File: src/rtl/bcd_arb_pkg.sv
// Shared definitions for the BCD converter arbiter.
//   arb_state_t : sequencer states (IDLE, START, WAIT, DONE)
//   BCD_DIGIT_W : width of one BCD digit
//   BIN_W       : width of the converted binary result (0..99 fits in 7 bits)
//   BCD_MAX     : largest legal BCD digit value
//   digit_ok()  : true when a digit is a legal BCD value
package bcd_arb_pkg;

  typedef enum logic [1:0] {
    IDLE  = 2'd0,
    START = 2'd1,
    WAIT  = 2'd2,
    DONE  = 2'd3
  } arb_state_t;

  localparam int BCD_DIGIT_W = 4;
  localparam int BIN_W       = 7;
  localparam int BCD_MAX     = 9;

  function automatic logic digit_ok(input logic [BCD_DIGIT_W-1:0] d);
    return (int'(d) <= BCD_MAX);
  endfunction

endpackage

File: src/rtl/rr_pick.sv
// Combinational round-robin priority selector. Picks the first set request
// bit at or after ptr, wrapping around to bit 0.
// Ports:
//   req   in  N_REQ : request vector
//   ptr   in  IDX_W : highest-priority position for this pick
//   grant out N_REQ : one-hot winner (zero when req is zero)
//   idx   out IDX_W : binary index of the winner
//   valid out 1     : at least one request is set
module rr_pick #(
  parameter int N_REQ = 4,
  parameter int IDX_W = (N_REQ > 1) ? $clog2(N_REQ) : 1
) (
  input  logic [N_REQ-1:0] req,
  input  logic [IDX_W-1:0] ptr,
  output logic [N_REQ-1:0] grant,
  output logic [IDX_W-1:0] idx,
  output logic             valid
);

  logic [N_REQ-1:0] upper;
  logic [N_REQ-1:0] masked;
  logic [N_REQ-1:0] pick_src;

  // Requests at or above ptr win first; if none are set, fall back to the
  // full vector, which gives the wrap-around to the lowest index.
  always_comb begin
    upper = '0;
    for (int i = 0; i < N_REQ; i++) begin
      upper[i] = (i >= int'(ptr));
    end
    masked   = req & upper;
    pick_src = (masked != '0) ? masked : req;
    grant    = '0;
    idx      = '0;
    // Descending scan so the lowest set bit is the one left standing.
    for (int i = N_REQ - 1; i >= 0; i--) begin
      if (pick_src[i]) begin
        grant    = '0;
        grant[i] = 1'b1;
        idx      = IDX_W'(i);
      end
    end
  end

  assign valid = |req;

endmodule

File: src/rtl/bcd_conv_arbiter.sv
// Round-robin arbiter/sequencer sharing one two-digit BCD-to-binary converter
// among N_REQ requesters. A winner's digits are latched and handed to the
// converter; the converter's result is written to that requester's result
// register together with a one-cycle done pulse.
// Optional feature: define BCD_ARB_RANGE_CHECK_EN to reject digits above 9
// without starting the converter (sets the requester's sticky err flag).
// Ports:
//   clk            in  1         : system clock
//   reset_n        in  1         : asynchronous active-low reset
//   req            in  N_REQ     : level requests
//   bcd_in         in  8*N_REQ   : per requester {tens, units}
//   gnt            out N_REQ     : one-hot, high while the job is in flight
//   done           out N_REQ     : one-cycle result-valid pulse
//   err            out N_REQ     : sticky range-error flags
//   bin_out        out 7*N_REQ   : latched per-requester results
//   busy           out 1         : sequencer not idle
//   conv_start     out 1         : one-cycle converter start
//   conv_bcd1/0    out 4 each    : tens/units digits to the converter
//   conv_ready     in  1         : converter idle
//   conv_done_tick in  1         : converter completion pulse
//   conv_bin       in  7         : converter result
module bcd_conv_arbiter
  import bcd_arb_pkg::*;
#(
  parameter int N_REQ = 4
) (
  input  logic                     clk,
  input  logic                     reset_n,
  input  logic [N_REQ-1:0]         req,
  input  logic [8*N_REQ-1:0]       bcd_in,
  output logic [N_REQ-1:0]         gnt,
  output logic [N_REQ-1:0]         done,
  output logic [N_REQ-1:0]         err,
  output logic [BIN_W*N_REQ-1:0]   bin_out,
  output logic                     busy,
  output logic                     conv_start,
  output logic [BCD_DIGIT_W-1:0]   conv_bcd1,
  output logic [BCD_DIGIT_W-1:0]   conv_bcd0,
  input  logic                     conv_ready,
  input  logic                     conv_done_tick,
  input  logic [BIN_W-1:0]         conv_bin
);

  localparam int IDX_W = (N_REQ > 1) ? $clog2(N_REQ) : 1;

  arb_state_t             state;
  arb_state_t             state_nxt;
  logic [IDX_W-1:0]       idx;
  logic [IDX_W-1:0]       ptr;
  logic [N_REQ-1:0]       pick_grant;
  logic [IDX_W-1:0]       pick_idx;
  logic                   pick_valid;
  logic [BCD_DIGIT_W-1:0] sel_tens;
  logic [BCD_DIGIT_W-1:0] sel_units;
  logic                   sel_bad;
  logic                   capture;
  logic [N_REQ-1:0]       idx_onehot;
  logic [BIN_W*N_REQ-1:0] bin_q;

  rr_pick #(
    .N_REQ (N_REQ),
    .IDX_W (IDX_W)
  ) u_pick (
    .req   (req),
    .ptr   (ptr),
    .grant (pick_grant),
    .idx   (pick_idx),
    .valid (pick_valid)
  );

  // Digit mux for the requester the picker would grant this cycle.
  always_comb begin
    sel_tens  = '0;
    sel_units = '0;
    for (int i = 0; i < N_REQ; i++) begin
      if (pick_grant[i]) begin
        sel_tens  = bcd_in[8*i+4 +: 4];
        sel_units = bcd_in[8*i   +: 4];
      end
    end
  end

`ifdef BCD_ARB_RANGE_CHECK_EN
  assign sel_bad = !digit_ok(sel_tens) || !digit_ok(sel_units);
`else
  assign sel_bad = 1'b0;
`endif

  assign capture = (state == IDLE) && pick_valid && conv_ready;

  always_ff @(posedge clk or negedge reset_n) begin
    if (!reset_n) begin
      state <= IDLE;
    end else begin
      state <= state_nxt;
    end
  end

  always_comb begin
    state_nxt = state;
    case (state)
      IDLE:    if (capture) state_nxt = sel_bad ? DONE : START;
      START:   state_nxt = WAIT;
      WAIT:    if (conv_done_tick) state_nxt = DONE;
      DONE:    state_nxt = IDLE;
      default: state_nxt = IDLE;
    endcase
  end

  // Job context: winner index, digits held stable for the converter, and the
  // round-robin pointer which moves past the requester just finished.
  always_ff @(posedge clk or negedge reset_n) begin
    if (!reset_n) begin
      idx       <= '0;
      ptr       <= '0;
      conv_bcd1 <= '0;
      conv_bcd0 <= '0;
    end else begin
      if (capture) begin
        idx       <= pick_idx;
        conv_bcd1 <= sel_tens;
        conv_bcd0 <= sel_units;
      end
      if (state == DONE) begin
        ptr <= (idx == IDX_W'(N_REQ - 1)) ? '0 : idx + 1'b1;
      end
    end
  end

  // Only the granted requester's result slot is ever written.
  always_ff @(posedge clk or negedge reset_n) begin
    if (!reset_n) begin
      bin_q <= '0;
    end else if (state == WAIT && conv_done_tick) begin
      for (int i = 0; i < N_REQ; i++) begin
        if (idx == IDX_W'(i)) bin_q[BIN_W*i +: BIN_W] <= conv_bin;
      end
    end
  end

`ifdef BCD_ARB_RANGE_CHECK_EN
  logic [N_REQ-1:0] err_q;

  // A grant clears the requester's flag; a rejected capture sets it again.
  always_ff @(posedge clk or negedge reset_n) begin
    if (!reset_n) begin
      err_q <= '0;
    end else if (capture) begin
      for (int i = 0; i < N_REQ; i++) begin
        if (pick_grant[i]) err_q[i] <= sel_bad;
      end
    end
  end

  assign err = err_q;
`else
  assign err = '0;
`endif

  always_comb begin
    idx_onehot = '0;
    for (int i = 0; i < N_REQ; i++) begin
      idx_onehot[i] = (idx == IDX_W'(i));
    end
  end

  assign gnt        = (state == START || state == WAIT) ? idx_onehot : '0;
  assign done       = (state == DONE) ? idx_onehot : '0;
  assign busy       = (state != IDLE);
  assign conv_start = (state == START);
  assign bin_out    = bin_q;

endmodule

File: config.mk
export PLATFORM = sky130hd
export DESIGN_NAME = bcd_conv_arbiter
export DESIGN_NICKNAME = d
export VERILOG_FILES = /design/src/rtl/bcd_arb_pkg.sv /design/src/rtl/rr_pick.sv /design/src/rtl/bcd_conv_arbiter.sv
export SDC_FILE = /design/constraint.sdc
export NUM_CORES = 1
export LEC_CHECK = 0
export CAP_MARGIN = 25
export CORE_MARGIN = 2
export CORE_UTILIZATION = 46
export DETAILED_ROUTE_END_ITERATION = 12
export GPL_ROUTABILITY_DRIVEN = 0
export HOLD_SLACK_MARGIN = 0.08
export PLACE_DENSITY = 0.86
export SLEW_MARGIN = 20
export SYNTH_ARGS = -nofsm -noshare
export SYNTH_HDL_FRONTEND = slang
export SYNTH_HIERARCHICAL = 1
export SYNTH_SLANG_ARGS = --single-unit
File: constraint.sdc
create_clock -name clk -period 2.5 [get_ports clk]
set_clock_uncertainty 0.05 [all_clocks]
set_input_delay 0.5 -clock clk [delete_from_list [all_inputs] [get_ports clk]]
set_output_delay 0.5 -clock clk [all_outputs]
set_load 0.01 [all_outputs]
; After elaboration in Yosys (flattened, before gate mapping)
; Cells that the tools add are included.
[word_totals]
out_inout_bits = 50
ff_bits = 42
[classes]
reduce_logical = 14
n_mux = 23
n_addsub = 1
bitwise_logic = 1
n_lt_le_gt_ge = 3
eq_ne = 8
[ops]
columns = op, count
row1 = $mux 4, 15
row2 = $mux 2, 7
row3 = $reduce_and 2->1, 5
row4 = $eq 2x2->1 const B, 4
row5 = $pmux 2 s4, 1
row6 = $and 4x4->4, 1
row7 = $eq 2x1->1 const B, 2
row8 = $ge 1x2->1 const A, 2
row9 = $logic_not 2->1, 2
row10 = $ne 2x2->1 const B, 2
row11 = $reduce_bool 4->1, 1
row12 = $reduce_or 4->1, 1
row13 = $logic_and 1x1->1, 3
row14 = $add 2x1->2 const B, 1
row15 = $ge 2x2->1 const A, 1
row16 = $reduce_bool 2->1, 1
row17 = $logic_or 1x1->1, 1

; Longest topological paths before layout
[depth]
ltp_word = 12
depth_mapped = 9
ltp_nobuf = 6

; Modules after synthesis
; The synthesis kept the hierarchy.
[by_module_without_submodules]
columns = mod, instances, seq_area_each_um2, area_per_inst_um2, cells_each
row1 = bcd_conv_arbiter, 1, 1051.0, 2108.3, 180
row2 = rr_pick, 1, 0.0, 195.2, 31

; Worst setup path after synthesis
; No wires, ideal clock.
[synth_timing]
path_type = input to register
startpoint = in req[3]
endpoint = reg conv_bcd0[0]
required_time_ns = 2.385
path_slack_ns = 0.673
setup_time_ns = 0.065
cell_stages = 9
t_arrival_ns = 1.712
path_cell_list = buf_2 -> a21o_1 -> a21oi_1 -> o21a_1 -> buf_4 -> buf_6 -> a21oi_1 -> a221oi_1 -> o22a_1
[synth_rtl]
columns = element, line
row1 = start: declaration, bcd_conv_arbiter.sv:29  ; input logic [N_REQ-1:0] req,
row2 = $and 4x4->4 *, rr_pick.sv:31  ; masked = req & upper;
row3 = $reduce_bool 4->1 *, rr_pick.sv:32  ; pick_src = (masked != '0) ? masked : req;
row4 = $mux 4 *, rr_pick.sv:32
row5 = $mux 4 (2 in a row), rr_pick.sv:37  ; if (pick_src[i]) begin
row6 = $mux 4 *, rr_pick.sv:37
row7 = via pick_grant[2], bcd_conv_arbiter.sv:50  ; logic [N_REQ-1:0] pick_grant;
row8 = $mux 4 * (2 in a row), bcd_conv_arbiter.sv:76  ; if (pick_grant[i]) begin
row9 = end signal: assignment, bcd_conv_arbiter.sv:122  ; conv_bcd0 <= sel_units;
row10 = end: declaration, bcd_conv_arbiter.sv:38  ; output logic [BCD_DIGIT_W-1:0] conv_bcd0,
; Mark *: on every way through the listed nets, which the timed path passes. The rest lies on a longest branch.
; A chain may end at the register's enable or synchronous reset.

; Worst setup path after layout
[layout_timing]
startpoint = reg state[0]
endpoint = out gnt[3]
[layout_via]
elab_chain_cells = 3
[layout_lines]
columns = element, line
row1 = start: declaration, bcd_conv_arbiter.sv:46  ; arb_state_t state;
row2 = start signal: assignment, bcd_conv_arbiter.sv:95  ; state <= state_nxt;
row3 = $eq 2x1->1 or $eq 2x2->1 (tied branches), bcd_conv_arbiter.sv:167  ; assign gnt = (state == START || state == WAIT) ? idx_onehot : '0;
row4 = $logic_or 1x1->1 *, bcd_conv_arbiter.sv:167
row5 = $mux 4 *, bcd_conv_arbiter.sv:167
row6 = end: declaration, bcd_conv_arbiter.sv:31  ; output logic [N_REQ-1:0] gnt,
; Mark *: on every way between the ends. The rest lies on a longest branch, timed or not.

==> parameters.txt <==
Parameter                              Value

Floorplanning
  Die width ... between 70 and 80 um
  Initial Utilization ... between 40% and 50%
  Chip Height ... approximately 75 um
  Placement row count ... 25
  Core footprint ... 4790 um2
  DIE AREA ... 5590 um2
  Number of top-level pins ... slightly below 100

Finish
  Share of final-layout standard cells stronger than drive strength 1 ... 17.4%
  Number of diodes added for antenna fixing ... 0
  Number of inserted filler cells in the final layout ... 382
  Area added between synthesis and finish ... 47.4%
  Most common cell after layout, fill and taps aside ... sky130_fd_sc_hd__clkdlybuf4s50_1
  Highest-count cells in the layout ignoring fill and taps ... 91 x sky130_fd_sc_hd__clkdlybuf4s50_1, 42 x sky130_fd_sc_hd__dfrtp_1, 31 x sky130_fd_sc_hd__mux2_2, 20 x sky130_fd_sc_hd__nand2_1, 16 x sky130_fd_sc_hd__inv_1
  Count of nets after finishing ... 360

Routing
  Number of vias in the routed layout ... 1872
  Pre-Repair DR Iteration Count ... 4
  Initial DRC Count ... 98
  Routed Antenna Nets ... 0
  Sum of routed wire length over all layers ... approximately 5.5 mm
  DR WL/cell ... 14.7 um
  Number of design rule violations left after detail routing ... 0
  Routed via count divided by cell count ... approximately 5.0

Critical path
  Data arrival time of the critical path ... roughly 1.8 ns
  Crit Reg-Reg Endpoint ... conv_bcd1[2]$_DFFE_PN0P_
  Startpoint kind of the worst setup timing path ... flop
  Maximum single-stage delay on the critical path ... roughly 0.53 ns
  R2R Setup Slk ... between 0.4 and 0.5 ns
  Critical path buffers and inverters ... 2
  Type of element capturing the critical path ... output pin
  Path depth of the worst reg2reg path ... 6
  Required time at the endpoint of the critical path ... between 1.5 and 2 ns
  Worst-path cell with the longest stage delay ... sky130_fd_sc_hd__clkdlybuf4s50_1
  Cell chain of the critical path ... inv_1 > ha_1 > and2_1 > clkdlybuf4s50_1
  R2r startpoint ... ptr[1]$_DFFE_PN0N_
  Family with the most delay on the worst path ... buffers and inverters
  Worst setup path category ... reg -> out
  Crit-path max FO ... 5

Logic synthesis
  Post-synthesis cell area ... 2300 um2
  Synth Area in XOR/XNOR ... 0%
  Synth Area in Compound Gates ... a little over an eighth
  Sequential area share after synthesis ... 45.6%
  Post-synthesis simple-gate area fraction ... 13.5%
  Prevailing post-synth register cell ... sky130_fd_sc_hd__dfrtp_1
  Cell taking the most area after synthesis ... sky130_fd_sc_hd__dfrtp_1
  Area share of the leading cell type in the synthesized netlist ... 45.6%
  Gate count of the mapped netlist ... 211
  Multiplexer area fraction after synthesis ... ~15%
  Number of warnings printed during yosys synthesis ... 6
  Share of synthesized registers carrying an async set or reset ... between 90% and 100%
  Seq cells post-synth ... 42
  Ranking of synthesized cells by area ... sky130_fd_sc_hd__dfrtp_1 46%, sky130_fd_sc_hd__mux2_2 15%, sky130_fd_sc_hd__ha_1 4.9%
  Combinational family with the most area after synthesis ... multiplexers
  Count of unique library cells instantiated by Yosys ... 29
  Post-Synthesis Mean Instance Area ... roughly 11 um2
  Post-synthesis share of cell area spent on full adders, half adders and majority gates ... 4.89%
  Number of enable-type register cells in the synthesized netlist ... 0

Worst hold path
  Hold Path Depth ... 1
  Sink of the worst hold path ... bin_out[26]$_DFFE_PN0P_
  Hold Crit Class ... reg -> reg
  Launch point of the worst hold path ... bin_out[26]$_DFFE_PN0P_

GRT
  Pin count of the biggest net entering global routing ... 43
  Initial antenna violation count ... 0
  First-pass GRT wire length ... 8.60 mm
  GRT Resource Usage Total ... 20.4%
  Number of global-route vias before repair ... approximately 1800
  Global-route congestion overflow total ... 0

Clocking
  Total clock sinks ... 42
  Depth of the CTS H-tree ... 2
  Buffer depth of the longest clock path ... 2
  Number of buffers inserted during clock tree synthesis ... 5
  Clock root buffer ... sky130_fd_sc_hd__clkbuf_8
  Skew-Pair Late Insertion Delay ... 0.29 ns
  CTS clock-pin slew for the worst setup and hold paths ... 0.08 ns
  CTS tree ... done

STA
  Count of final setup violators ... 0
  Highest attainable clock frequency ... between 0.4 and 0.5 GHz
  Crit path time final ... approximately 2.4 ns
  Pins over their slew limit ... 0
  Unrepaired setup endpoints after global routing ... no
  Final worst hold slack ... between 0.4 and 0.5 ns
  Fin. Hold Viols ... 0
  Sum Neg Setup Slack ... 0 ns
  Part of the cycle the worst path needs ... between 90% and 100%

Outcome
  Result of the run ... complete, no violations

Power and ir drop
  Power Density ... 1130 nW/um2
  Worst vdd ir ... slightly below 600 uV
  Leakage dissipation ... 1.44 nW

Flow run
  Max Cap Violations ... 0

Place
  Placed wire-length estimate after detailed placement ... ~4.2 mm
  Port-buffer cells ... 92
state kept, by name, indices dropped and copies added, names as in the netlist:
register	count
ptr	2
state	2
idx	2
conv_bcd0	4
conv_bcd1	4
bin_out	28
routing by layer:
layer,vias to the layer above,routed length (um),track usage (%),part of all wire (%)
li1,920,-,-,-
met1,895,2250,25.0,41
met2,49,2920,35.4,53
met3,8,221,4.42,4.0
met4,0,93,7.54,1.7
met5,-,0,0,0
metrics by stage:
step / area (um2) / total power [mW] / setup WS [ns] / utilization [%] / std cells
3_3_place_gp: 3250 / 3.27 / 0.0848 / 68.0 / 362
5_1_grt: 3390 / 4.11 / 0.0147 / 70.9 / 372
6_report: 3390 / 3.84 / 0.125 / 70.9 / 372
2_1_floorplan: 2310 / 2.34 / 0.673 / - / 214
3_5_place_dp: 3250 / 3.34 / 0.0332 / 68.0 / 362
4_1_cts: 3360 / 3.88 / 0.115 / 70.3 / 370
area by class of cell:
| cell class | instances | area [um2] | area share, % |
|---|---|---|---|
| multi-input combinational | 141 | 1100 | 32.4 |
| tap | 67 | 83.8 | 2.47 |
| inverter | 16 | 60.1 | 1.77 |
| clock buffer | 6 | 72.6 | 2.14 |
| sequential | 42 | 1050 | 31.0 |
| timing repair buffer | 98 | 988 | 29.1 |
| clock inverter | 2 | 37.5 | 1.11 |
kinds of logic after synthesis:
family / after synthesis
AND/OR/NAND/NOR: 55
AO/OA/AOI/OAI: 42
other: 1
multiplexers: 31
adder cells (fa/ha/maj): 9
flip-flops: 42
buffers and inverters: 31
report_power, final:
| group | total, mW | switching, mW | leakage [nW] | internal, mW |
|---|---|---|---|---|
| logic | 2.06 | 0.844 | 0.881 | 1.22 |
| registers | 1.25 | 0.225 | 0.510 | 1.02 |
| clock network | 0.529 | 0.231 | 0.0514 | 0.298 |
| total | 3.84 | 1.30 | 1.44 | 2.54 |
how the worst max path moves through the flow:
stage | start | slack (ns) | cells after the start | end
final | state[0]$_DFFE_PN0P_ | 0.12 | 4 | gnt[3]
after global routing | state[0]$_DFFE_PN0P_ | 0.01 | 4 | gnt[3]
after CTS | state[0]$_DFFE_PN0P_ | 0.11 | 4 | gnt[3]
after detailed placement | req[2] | 0.03 | 7 | conv_bcd1[2]$_DFFE_PN0P_
after global placement | req[2] | 0.08 | 7 | conv_bcd1[2]$_DFFE_PN0P_
after floorplan | req[3] | 0.67 | 9 | conv_bcd0[0]$_DFFE_PN0P_
what timing repair did:
item	4_1_cts	5_1_grt
hold buffers	0	1
hold endpoints to repair	0	13
setup buffers	0	0
gates resized for setup	0	0
endpoints found under the setup margin	0	0
Yosys cell counts, types with 4 or more instances:
cell type / n
sky130_fd_sc_hd__and2_1: 8
sky130_fd_sc_hd__a221oi_1: 8
sky130_fd_sc_hd__a21oi_1: 11
sky130_fd_sc_hd__mux2_2: 31
sky130_fd_sc_hd__o21ai_0: 6
sky130_fd_sc_hd__o22a_1: 8
sky130_fd_sc_hd__nor2_1: 6
sky130_fd_sc_hd__buf_2: 7
sky130_fd_sc_hd__nand3b_1: 9
sky130_fd_sc_hd__nand3_2: 4
sky130_fd_sc_hd__dfrtp_1: 42
sky130_fd_sc_hd__nand2_1: 20
sky130_fd_sc_hd__ha_1: 9
sky130_fd_sc_hd__inv_1: 16
sky130_fd_sc_hd__buf_4: 6
Note: power is estimated with default switching activity, not from simulation.
